==> src/rtl/entrada_decimal_pkg.sv <==
// entrada_decimal_pkg: shared types and constants for the decimal keypad entry block.
//   estado_t     : controller state (ENTRADA collects digits, CONVERTE runs BCD->binary)
//   NUM_DIGITOS  : BCD digit capacity
//   MAX_VALOR    : largest value a full entry can produce
//   DIGITO_MAX   : largest legal digit code
//   ACC_W        : accumulator width (9999 fits in 14 bits)
package entrada_decimal_pkg;

    typedef enum logic [0:0] {
        ENTRADA  = 1'b0,
        CONVERTE = 1'b1
    } estado_t;

    localparam int unsigned NUM_DIGITOS = 4;
    localparam logic [15:0] MAX_VALOR   = 16'd9999;
    localparam logic [3:0]  DIGITO_MAX  = 4'd9;
    localparam int unsigned ACC_W       = 14;

endpackage

==> src/rtl/entrada_decimal_mul10_soma.sv <==
// mul10_soma: combinational conversion step, resultado = acc * 10 + digito.
//   acc       in  14  running accumulator
//   digito    in  4   BCD digit to append
//   resultado out 14  new accumulator value
// The product is built from shifts ((acc << 3) + (acc << 1)) so no multiplier is inferred.
// Callers guarantee the result never exceeds 9999, so the 14-bit result cannot overflow.
module mul10_soma
    import entrada_decimal_pkg::*;
(
    input  logic [ACC_W-1:0] acc,
    input  logic [3:0]       digito,
    output logic [ACC_W-1:0] resultado
);

    always_comb begin
        resultado = (acc << 3) + (acc << 1) + {{(ACC_W-4){1'b0}}, digito};
    end

endmodule

==> src/rtl/entrada_decimal.sv <==
// entrada_decimal: decimal keypad entry. Collects up to four BCD digits (MSD first) and,
// on confirmation, converts them to a 16-bit binary value in four sequential steps.
//   clk, rst (async, active-high)
//   digito/digito_valido : digit code and its one-cycle strobe
//   apagar               : remove last digit (only when ENTRADA_DECIMAL_APAGAR_EN is defined)
//   confirmar            : start conversion
//   limpar               : discard entry or abort conversion
//   bcd, contagem        : current entry (right-aligned nibbles) and digit count
//   ocupado              : conversion in progress
//   valor, valor_valido  : last converted value and its one-cycle update pulse
//   erro                 : one-cycle pulse on a rejected strobe
// Optional feature macro: ENTRADA_DECIMAL_APAGAR_EN (enables the apagar strobe).
module entrada_decimal
    import entrada_decimal_pkg::*;
#(
    parameter int unsigned NUM_DIGITOS = 4
) (
    input  logic        clk,
    input  logic        rst,
    input  logic [3:0]  digito,
    input  logic        digito_valido,
    input  logic        apagar,
    input  logic        confirmar,
    input  logic        limpar,
    output logic [15:0] bcd,
    output logic [2:0]  contagem,
    output logic        ocupado,
    output logic [15:0] valor,
    output logic        valor_valido,
    output logic        erro
);

    estado_t          estado;
    logic [ACC_W-1:0] acc;
    logic [1:0]       indice;
    logic [3:0]       digito_atual;
    logic [ACC_W-1:0] acc_proximo;

    // Digit consumed by the current step, most significant nibble first.
    always_comb begin
        digito_atual = bcd[{indice, 2'b00} +: 4];
    end

    mul10_soma u_mul10_soma (
        .acc      (acc),
        .digito   (digito_atual),
        .resultado(acc_proximo)
    );

    always_ff @(posedge clk or posedge rst) begin
        if (rst) begin
            estado       <= ENTRADA;
            acc          <= '0;
            indice       <= '0;
            bcd          <= '0;
            contagem     <= '0;
            ocupado      <= 1'b0;
            valor        <= '0;
            valor_valido <= 1'b0;
            erro         <= 1'b0;
        end else begin
            valor_valido <= 1'b0;
            erro         <= 1'b0;
            unique case (estado)
                ENTRADA: begin
                    if (limpar) begin
                        bcd      <= '0;
                        contagem <= '0;
                    end else if (confirmar) begin
                        if (contagem == 3'd0) begin
                            erro <= 1'b1;
                        end else begin
                            estado  <= CONVERTE;
                            ocupado <= 1'b1;
                            acc     <= '0;
                            indice  <= 2'd3;
                        end
                    end else if (apagar) begin
                        // Without the feature, apagar still outranks digito_valido but does nothing.
`ifdef ENTRADA_DECIMAL_APAGAR_EN
                        if (contagem == 3'd0) begin
                            erro <= 1'b1;
                        end else begin
                            bcd      <= {4'd0, bcd[15:4]};
                            contagem <= contagem - 3'd1;
                        end
`endif
                    end else if (digito_valido) begin
                        if ((digito > DIGITO_MAX) || (contagem == 3'(NUM_DIGITOS))) begin
                            erro <= 1'b1;
                        end else begin
                            bcd      <= {bcd[11:0], digito};
                            contagem <= contagem + 3'd1;
                        end
                    end
                end
                CONVERTE: begin
                    if (limpar) begin
                        // Abort: entry is discarded, previous valor is kept.
                        estado   <= ENTRADA;
                        ocupado  <= 1'b0;
                        bcd      <= '0;
                        contagem <= '0;
                    end else begin
                        acc <= acc_proximo;
                        if (indice == 2'd0) begin
                            estado       <= ENTRADA;
                            ocupado      <= 1'b0;
                            valor        <= {{(16-ACC_W){1'b0}}, acc_proximo};
                            valor_valido <= 1'b1;
                            bcd          <= '0;
                            contagem     <= '0;
                        end else begin
                            indice <= indice - 2'd1;
                        end
                    end
                end
                default: begin
                    estado  <= ENTRADA;
                    ocupado <= 1'b0;
                end
            endcase
        end
    end

endmodule
==> config.mk <==
export PLATFORM = sky130hd
export DESIGN_NAME = entrada_decimal
export DESIGN_NICKNAME = d
export VERILOG_FILES = /design/src/rtl/entrada_decimal_pkg.sv /design/src/rtl/entrada_decimal_mul10_soma.sv /design/src/rtl/entrada_decimal.sv
export SDC_FILE = /design/constraint.sdc
export NUM_CORES = 1
export LEC_CHECK = 0
export ABC_AREA = 1
export ABC_CLOCK_PERIOD_IN_PS = 2350
export CAP_MARGIN = 5
export CORE_ASPECT_RATIO = 0.6
export CORE_MARGIN = 3
export CORE_UTILIZATION = 49
export DETAILED_ROUTE_END_ITERATION = 7
export MAX_ROUTING_LAYER = met4
export PLACE_DENSITY = 0.81
export SLEW_MARGIN = 5
export SYNTH_ARGS = -nofsm -noshare
export SYNTH_HDL_FRONTEND = slang
export SYNTH_SLANG_ARGS = --single-unit
==> constraint.sdc <==
create_clock -name clk -period 2.35 [get_ports clk]
set_input_delay 0.47 -clock clk [delete_from_list [all_inputs] [get_ports clk]]
set_output_delay 0.47 -clock clk [all_outputs]
set_load 0.02 [all_outputs]
# [Word level (Yosys, flattened, before mapping)]
# Index checks and enable logic that the tools add are counted.
[totals] out_inout_bits=38 reg_bits=52 in_bits=10 word_cells=85
[op_classes] bitwise_logic=2 shift=1 n_reduce_logical=8 muxes=49 order_cmp=1 eq_ne=11 n_addsub=4
[op_table] cell="2-to-1 mux 16 bit" count=7
[op_table] cell="2-to-1 mux 13 bit" count=4
[op_table] cell="one-hot mux 16 bit (2 select lines)" count=1
[op_table] cell="one-hot mux 13 bit (2 select lines)" count=1
[op_table] cell="2-to-1 mux 3 bit" count=7
[op_table] cell="2-to-1 mux 1 bit" count=20
[op_table] cell="variable part select 16 x 5 -> 4 bit" count=1
[op_table] cell="adder 14 bit" count=1
[op_table] cell="adder 14 x 4 -> 14 bit" count=1
[op_table] cell="!= test 3 bit (second input constant)" count=4
[op_table] cell="2-to-1 mux 2 bit" count=5
[op_table] cell="!= test 2 bit (second input constant)" count=5
[op_table] cell="AND reduction 5 bit" count=2
[op_table] cell="AND reduction 4 bit" count=2
[op_table] cell="one-hot mux 3 bit (2 select lines)" count=1
[op_table] cell="> comparator 4 bit (second input constant)" count=1
[op_table] cell="one-hot mux 1 bit (2 select lines)" count=2
[op_table] cell="one-hot mux 2 bit (2 select lines)" count=1
[op_table] cell="adder 3 x 1 -> 3 bit (second input constant)" count=1
[op_table] cell="== test 3 bit (second input constant)" count=1
[op_table] cell="logical NOT 3 bit" count=1
[op_table] cell="!= test 3 x 2 -> 1 bit (second input constant)" count=1
[op_table] cell="AND reduction 3 bit" count=1
[op_table] cell="logical NOT 2 bit" count=1
[op_table] cell="other kinds (3)" count=4

# [Logic depth before layout (Yosys ltp)]
# Gate-level depths: netlist of run 1.
[depth] word_depth=8 mapped_depth=16 ltp_nobuf=16

# [By module]
# From an unflattened synthesis of run 1, not the netlist that was laid out.
[hier_totals] cells_unflattened=419 area_unflattened_um2=3259.4
[by_module_without_submodules] module="entrada_decimal" seq_area_each_um2=1326.3 n_inst=1 area_per_inst_um2=2421.1 cells_each=275
[by_module_without_submodules] module="mul10_soma" seq_area_each_um2=0.0 n_inst=1 area_per_inst_um2=838.3 cells_each=144

# [Worst setup path after synthesis of run 1]
# Ideal clock, no wire load.
[synth_path] path_type="flip-flop to flip-flop" startpoint="register indice[0]" endpoint="register acc[7]" setup_ns=0.117 arrival_ns=2.324 period_less_slack_ns=2.441 n_path_buf=1 slack_ns=-0.091 stages_incl_launch_ff=15 t_required_ns=2.233 path_cell_list="dfrtp_1 -> clkbuf_1 -> a21oi_1 -> o21ai_0 -> nand2_1 -> fa_1 -> inv_1 -> ha_1 -> nand3_1 -> nand3_1 -> nand2_1 -> nand2_1 -> or2_1 -> nand3_1 -> nand2_1"
[synth_between] elab_chain_len=4
[synth_lines] element="start: declaration" line="entrada_decimal.sv:35" rtl="logic [1:0] indice;"
[synth_lines] element="start signal: assignment" line="entrada_decimal.sv:114" rtl="indice <= indice - 2'd1;"
[synth_lines] element="variable part select 16 x 5 -> 4 bit" line="entrada_decimal.sv:41" rtl="digito_atual = bcd[{indice, 2'b00} +: 4];"
[synth_lines] element="adder 14 x 4 -> 14 bit" line="entrada_decimal_mul10_soma.sv:16" rtl="resultado = (acc << 3) + (acc << 1) + {{(ACC_W-4){1'b0}}, digito};"
[synth_lines] element="2-to-1 mux 13 bit" line="entrada_decimal.sv:98" rtl="if (limpar) begin"
[synth_lines] element="one-hot mux 13 bit (2 select lines)" line="entrada_decimal.sv:64" rtl="unique case (estado)"
[synth_lines] element="end signal: assignment" line="entrada_decimal.sv:105" rtl="acc <= acc_proximo;"
[synth_lines] element="end: declaration" line="entrada_decimal.sv:34" rtl="logic [ACC_W-1:0] acc;"
# No other way between the ends. The select of a mux whose other input is x is not followed.
# A chain may end at the register's enable or synchronous reset.

# [Worst setup path after layout of run 1]
[layout_path] startpoint="register indice[0]" endpoint="register valor[12]"
[layout_between] elab_chain_len=2 word_cells_on_any_way=4 classes_between="add/sub (1); shift (1); reduce/logical (2)"
[layout_lines] element="variable part select 16 x 5 -> 4 bit or logical NOT 2 bit (tied branches)" line="entrada_decimal.sv:41, entrada_decimal.sv:106"
[layout_lines] element="adder 14 x 4 -> 14 bit or AND reduction 3 bit (tied branches)"
[layout_lines] element="end signal: assignment" line="entrada_decimal.sv:109" rtl="valor <= {{(16-ACC_W){1'b0}}, acc_proximo};"
[layout_lines] element="end: declaration" line="entrada_decimal.sv:28" rtl="output logic [15:0] valor,"
# Parallel ways exist; a longest one is shown, timed or not.

==> results.cfg, run 1 <==
[power_and_ir_drop]
switching_share_pct = 42.2
pwr-share-comb_pct = 50.3
leakage_nw = 2.10
p_int_mw = 2.13
power_frac_clock_pct = 17.1
p_seq_share_pct = 32.6
peakVddDrop_mv = 0.515
p_switching_mw = 1.55
power_density_nw_per_um2 = 892

[global_routing]
grt_max_degree = 53
grt_pass1_vias = 2662
antenna_found_initial = 0
overflow = 0
grt_usage_pct = 24.4
grt_pass1_wl_um = 13200

[yosys]
syn_area_um2 = 3100
ys.warnings.count = 0
synth_seq_area_share_pct = 41.9
synth-xor-area-share_pct = 1.13
ys_ff_latch = 52
synth_fa_ha_area_share_pct = 11.4
synthMuxAreaShare_pct = 0
syn_inst = 380
avgSynthCellArea_um2 = 8.17
ys_types = 35
synth_top_family_by_area = simple AND/OR/NAND/NOR gates
async_flop_share_pct = 100
synth-compound-area-share_pct = 12.7
ys.flop_type = dfrtp_1
synth-edff-count = 0
yosys.area_share.simple_pct = 23.7

[worst_setup_path]
endpoint_kind = flop
cp_max_fo = 6
rrSetupSlack_ns = -0.07
startpoint_type = flop
critPathLaunch = indice[0]
rr_worst_depth = 12
cp_data_required_time_ns = 2.56
r2r_end = valor[12]
r2r-start = indice[0]
critPathArrivalTime_ns = 2.63
path_class = flop to flop
crit_end = valor[12]

[layout]
synthToLayoutAreaGrowth_pct = 33.0
nNetsFinal = 489
stdcell_count = 533
drive_gt1_share_pct = 20.8
fill_cells = 465
antenna_cells = 0
utilization_pct = 70.8

[sta]
fin_crit_ns = 2.42
rsz0062_at_grt = true
finalHoldViolCount = 0
setup_violations = 12
drv_slew = 0
finClkSkew_ns = 0.0104
postLayoutSetupSlackWorst_ns = -0.0731
fin_crit_sh_pct = 103
max_freq_mhz = 413
hold_slack_ns = 0.479

[min_path]
hold_class = flop to flop

[floorplan]
initial_core_util_pct = 53.2
die_area_um2 = 7350
coreArea_um2 = 5830
die_h_um = 67.6
rows = 21
ioPinCount = 48
die_w_um = 109

[drt]
via_count = 2896
drt_iter0_markers = 204
route.detailed.drc = 0
wire_per_inst_um = 15.5
antenna_left = 0
first_pass_iters = 4
via_per_inst = 5.43
routed_wl_um = 8280

[clocking]
clk_pin_slew_ns = 0.10
cts_made_buffers = 5
worstSkewPairLatency_ns = 0.31
cts_sinks = 52
tritoncts = built
htreeDepth = 2
clockBufferDepth = 2
ctsRootBufferMaster = clkbuf_8

[run]
cap_violations = 0

[placement]
numPortBuffers = 45
gp_congestion = 0.910
dp.cells = 519
place_ws_ns = -0.210
dp_hpwl_um = 6150

[outcome]
status = finished with violations
violations = setup timing
-- critical path, cell delays in order, from the launching register on --
cell and delay (ns):
dfrtp_2 0.48, o21ai_1 0.15, nand2_1 0.10, fa_1 0.37, inv_1 0.07, ha_1 0.32
nand2_1 0.11, nor2_1 0.22, nand3_1 0.16, nand3_1 0.11, nand2_1 0.08, nand3_2 0.10
nand2_1 0.06
-- power by group through the flow --
| stage | logic (mW) | registers, mW | clock network (mW) |
|---|---|---|---|
| floorplan | 0.980 | 1.19 | 0 |
| global placement | 1.45 | 1.19 | 0 |
| detailed placement | 1.50 | 1.19 | 0 |
| CTS | 1.66 | 1.18 | 0.641 |
| global route | 2.04 | 1.22 | 0.688 |
| finish | 1.85 | 1.20 | 0.629 |
-- worst min-delay path by stage --
| stage | startpoint | endpoint | slack (ns) | cells past startpoint |
|---|---|---|---|---|
| after floorplan | acc[11] | acc[11] | 0.45 | 2 |
| after global placement | valor[12] | valor[12] | 0.46 | 2 |
| after detailed placement | valor[9] | valor[9] | 0.47 | 2 |
| final | valor[8] | valor[8] | 0.48 | 2 |
| after global routing | valor[9] | valor[9] | 0.51 | 2 |
| after CTS | valor[9] | valor[9] | 0.49 | 2 |
-- cells in the final DEF (no fill, tap or decap), drive strengths merged --
cell type and n:
nand2 97, inv 61, dfrtp 52, clkdlybuf4s50 45
o21ai 43, nand3 39, buf 27, ha 25
nor2 19, a21oi 13, clkbuf 6, o22ai 5
nand4 3, xor2 2, nand3b 2, conb 2
xnor2 2, fa 2, or2 1, nand2b 1
o211ai 1, clkinv 1, a2bb2oi 1, a22oi 1
nor4 1, bufinv 1
-- layout make-up --
cell class	count	area [um^2]	share of cell area [%]
clock buffers	6	72.6	1.76
inverters	61	234	5.67
multi-input cells	260	1700	41.2
clock inverters	2	38.8	0.940
repair buffers	72	677	16.4
flip-flops and latches	52	1300	31.6
well taps	80	100	2.42
-- registers in the layout, indices dropped and copies added, names as in the netlist --
signal / flops
estado: 1
indice: 2
contagem: 3
acc: 13
valor: 14
valor_valido: 1
ocupado: 1
erro: 1
bcd: 16
-- per-stage QoR --
stage,cell area (um^2),TNS (ns),power [mW]
floorplan,3120,-0.00508,2.17
global placement,3780,-0.159,2.64
global route,4130,-2.32,3.94
finish,4130,-0.428,3.68
detailed placement,3780,-1.32,2.69
CTS,4000,-0.0474,3.48
-- layer usage --
| metal | GRT usage, % | share of wire, % |
|---|---|---|
| met1 | 36.1 | 49 |
| met3 | 7.07 | 9.4 |
| met2 | 32.4 | 40 |
| met5 | - | 0 |
| met4 | 5.67 | 1.4 |
-- cell usage after synthesis, drive strengths merged (2+ instances only) --
cell / instances / area share, %
inv: 59 / 7.1
buf: 7 / 1.6
nand3b: 2 / 0.48
xor2: 2 / 0.56
o22ai: 5 / 1.6
a21oi: 13 / 2.1
clkinv: 2 / 0.24
ha: 25 / 10
xnor2: 2 / 0.56
dfrtp: 52 / 42
nor2: 19 / 3.4
nand3: 39 / 6.3
o21ai: 43 / 7.8
nand2: 97 / 12
nand4: 3 / 0.60
fa: 2 / 1.3
-- cells by family after synthesis --
logic type,after synthesis
adder cells (fa/ha/maj),27
AND/OR/NAND/NOR,163
other,1
buffers and inverters,69
XOR/XNOR,4
flip-flops,52
AO/OA/AOI/OAI,64
-- timing repair --
item                                    CTS  global route
pin swaps                                11            14
setup buffers                             5             1
hold buffers                              0             0
gates cloned                              0             0
gates resized for setup                  27            27
endpoints found under the setup margin   14            19
(Power assumes the default switching activity.)
==> run 2, diff against run 1 <==
- SLEW_MARGIN: 5 -> default
==> results of run 2 <==
Same layout as run 1: the final DEF is identical, and so are final timing and power.
==> run 3, diff against run 2 <==
- PLACE_DENSITY: 0.81 -> 0.82
- TNS_END_PERCENT: default -> 1
==> run 3 against run 2 <==
  * The run still ends with setup timing left
  * Worst hold slack got worse by 0.0089 ns
  * Total power is 4.7% lower
  * Cell area decreased by 2.2%
  * Largest power group unchanged
==> results.cfg, run 3 (synthesized netlist as in run 1, its figures left out) <==
[worst_setup_path]
cp_top_family = buffers and inverters
worst-path-stages = 13
endpoint_kind = flop
rr_worst_depth = 13
crit_buf_inv = 4
crit_chain = clkinv_4, a21oi_2, o21ai_2, o21ai_1, ha_1, ha_2, buf_4, buf_4, nand3_2, nand3_2, buf_6, xnor2_1, o21ai_0
cp_data_required_time_ns = 2.54
path_class = flop to flop
slowest_delay_ns = 0.49
startpoint_type = flop
critPathArrivalTime_ns = 2.61
slowest_stage = dfrtp_2
cp_max_fo = 7

[clocking]
htreeDepth = 2
cts_made_buffers = 5
tritoncts = built
clk_pin_slew_ns = 0.10
worstSkewPairLatency_ns = 0.32
clockBufferDepth = 2
ctsRootBufferMaster = clkbuf_8
cts_sinks = 52

[sta]
finalHoldViolCount = 0
postLayoutSetupSlackWorst_ns = -0.0664
drv_slew = 0
rsz0062_at_grt = true
hold_slack_ns = 0.470
fin_crit_sh_pct = 103
finClkSkew_ns = 0.00666
fin_crit_ns = 2.42
tns_ns = -0.317
max_freq_mhz = 414
setup_violations = 9

[layout]
nNetsFinal = 490
largest_reg_flops = 16
antenna_cells = 0
top_register = bcd
drive_gt1_share_pct = 19.6
final_common_cell = nand2_1
synthToLayoutAreaGrowth_pct = 30.1
layout_common_cells = nand2_1 (91), inv_1 (52), dfrtp_1 (50), clkdlybuf4s50_1 (45), nand3_1 (34)
final_area_um2 = 4040
top_regs = bcd (16), valor (14), acc (13)

[floorplan]
initial_core_util_pct = 53.2
die_h_um = 67.6
die_w_um = 109
rows = 21
coreArea_um2 = 5830
ioPinCount = 48
die_area_um2 = 7350

[drt]
antenna_left = 0
drt_iter0_markers = 242
via_count = 2893
via_per_inst = 5.42
first_pass_iters = 5
routed_wl_um = 8270
route.detailed.drc = 0
wire_per_inst_um = 15.5

[placement]
numPortBuffers = 45
dp_hpwl_um = 6330
gp_congestion = 0.971
placed_area_um2 = 3780
place_ws_ns = -0.192

[global_routing]
grt_usage_pct = 24.3
overflow = 0
grt_max_degree = 27
antenna_found_initial = 0
grt_pass1_vias = 2621
grt_pass1_wl_um = 13000

[outcome]
status = finished with violations
violations = setup timing

[power_and_ir_drop]
peakVddDrop_mv = 0.451
fin_total_pwr_mw = 3.51
leakage_nw = 2.06
power_density_nw_per_um2 = 869

[run]
cap_violations = 0

[min_path]
hold_class = input pin to asynchronous set/reset pin
## run 3: cell types whose count changed in the layout (fill, tap and decap cells not counted), sizes merged
cell,change
clkbuf,-1
buf,+1
clkinv,+3
inv,-1
bufinv,-1
## run 3: routing by layer
| metal | vias to the layer above | global-route usage [%] | routed length (um) |
|---|---|---|---|
| met1 | 1328 | 37.5 | 3870 |
| li1 | 1384 | - | - |
| met3 | 22 | 5.64 | 968 |
| met5 | - | - | 0 |
| met2 | 159 | 31.3 | 3280 |
| met4 | 0 | 6.30 | 157 |
## run 3: final timing paths
path / start / end / slack (ns)
worst max-delay path: indice[0] / acc[5] / -0.07
worst min-delay path: rst / bcd[8] / 0.47
worst max register to register: indice[0] / acc[5] / -0.07
worst min register to register: valor[8] / valor[8] / 0.49
max in group asynchronous: rst / acc[12] / 1.56
min in group clk: valor[8] / valor[8] / 0.49
## run 3: tightest hold or removal path: cells and delay by family
| kind | cells | cell delay, ns |
|---|---|---|
| buf+inv | 3 | 0.67 |
## run 3: layout make-up
| type | instances | area, um^2 |
|---|---|---|
| tap | 80 | 100 |
| timing repair buffer | 73 | 681 |
| fill | 457 | 1800 |
| clock inverter | 3 | 22.5 |
| inverter | 61 | 235 |
| sequential | 52 | 1300 |
| multi-input combinational | 260 | 1630 |
| clock buffer | 5 | 68.8 |
## run 3: where the power goes
| group | internal [mW] | switching, mW | total, mW |
|---|---|---|---|
| Combinational | 0.742 | 1.04 | 1.79 |
| Sequential | 1.04 | 0.156 | 1.20 |
| Clock | 0.214 | 0.314 | 0.528 |
| Total | 1.99 | 1.51 | 3.51 |
## run 3: what timing repair did
item | in CTS | in global routing
endpoints found under the setup margin | 18 | 19
pin swaps | 6 | 9
hold buffers | 0 | 0
gates resized for setup | 24 | 16
setup buffers | 2 | 4
## run 3: per-stage QoR
stage / cells / utilization, %
3_3_place_gp: 520 / 64.9
5_1_grt: 534 / 69.2
2_1_floorplan: 381 / -
4_1_cts: 530 / 67.9
3_5_place_dp: 520 / 64.9
6_report: 534 / 69.2
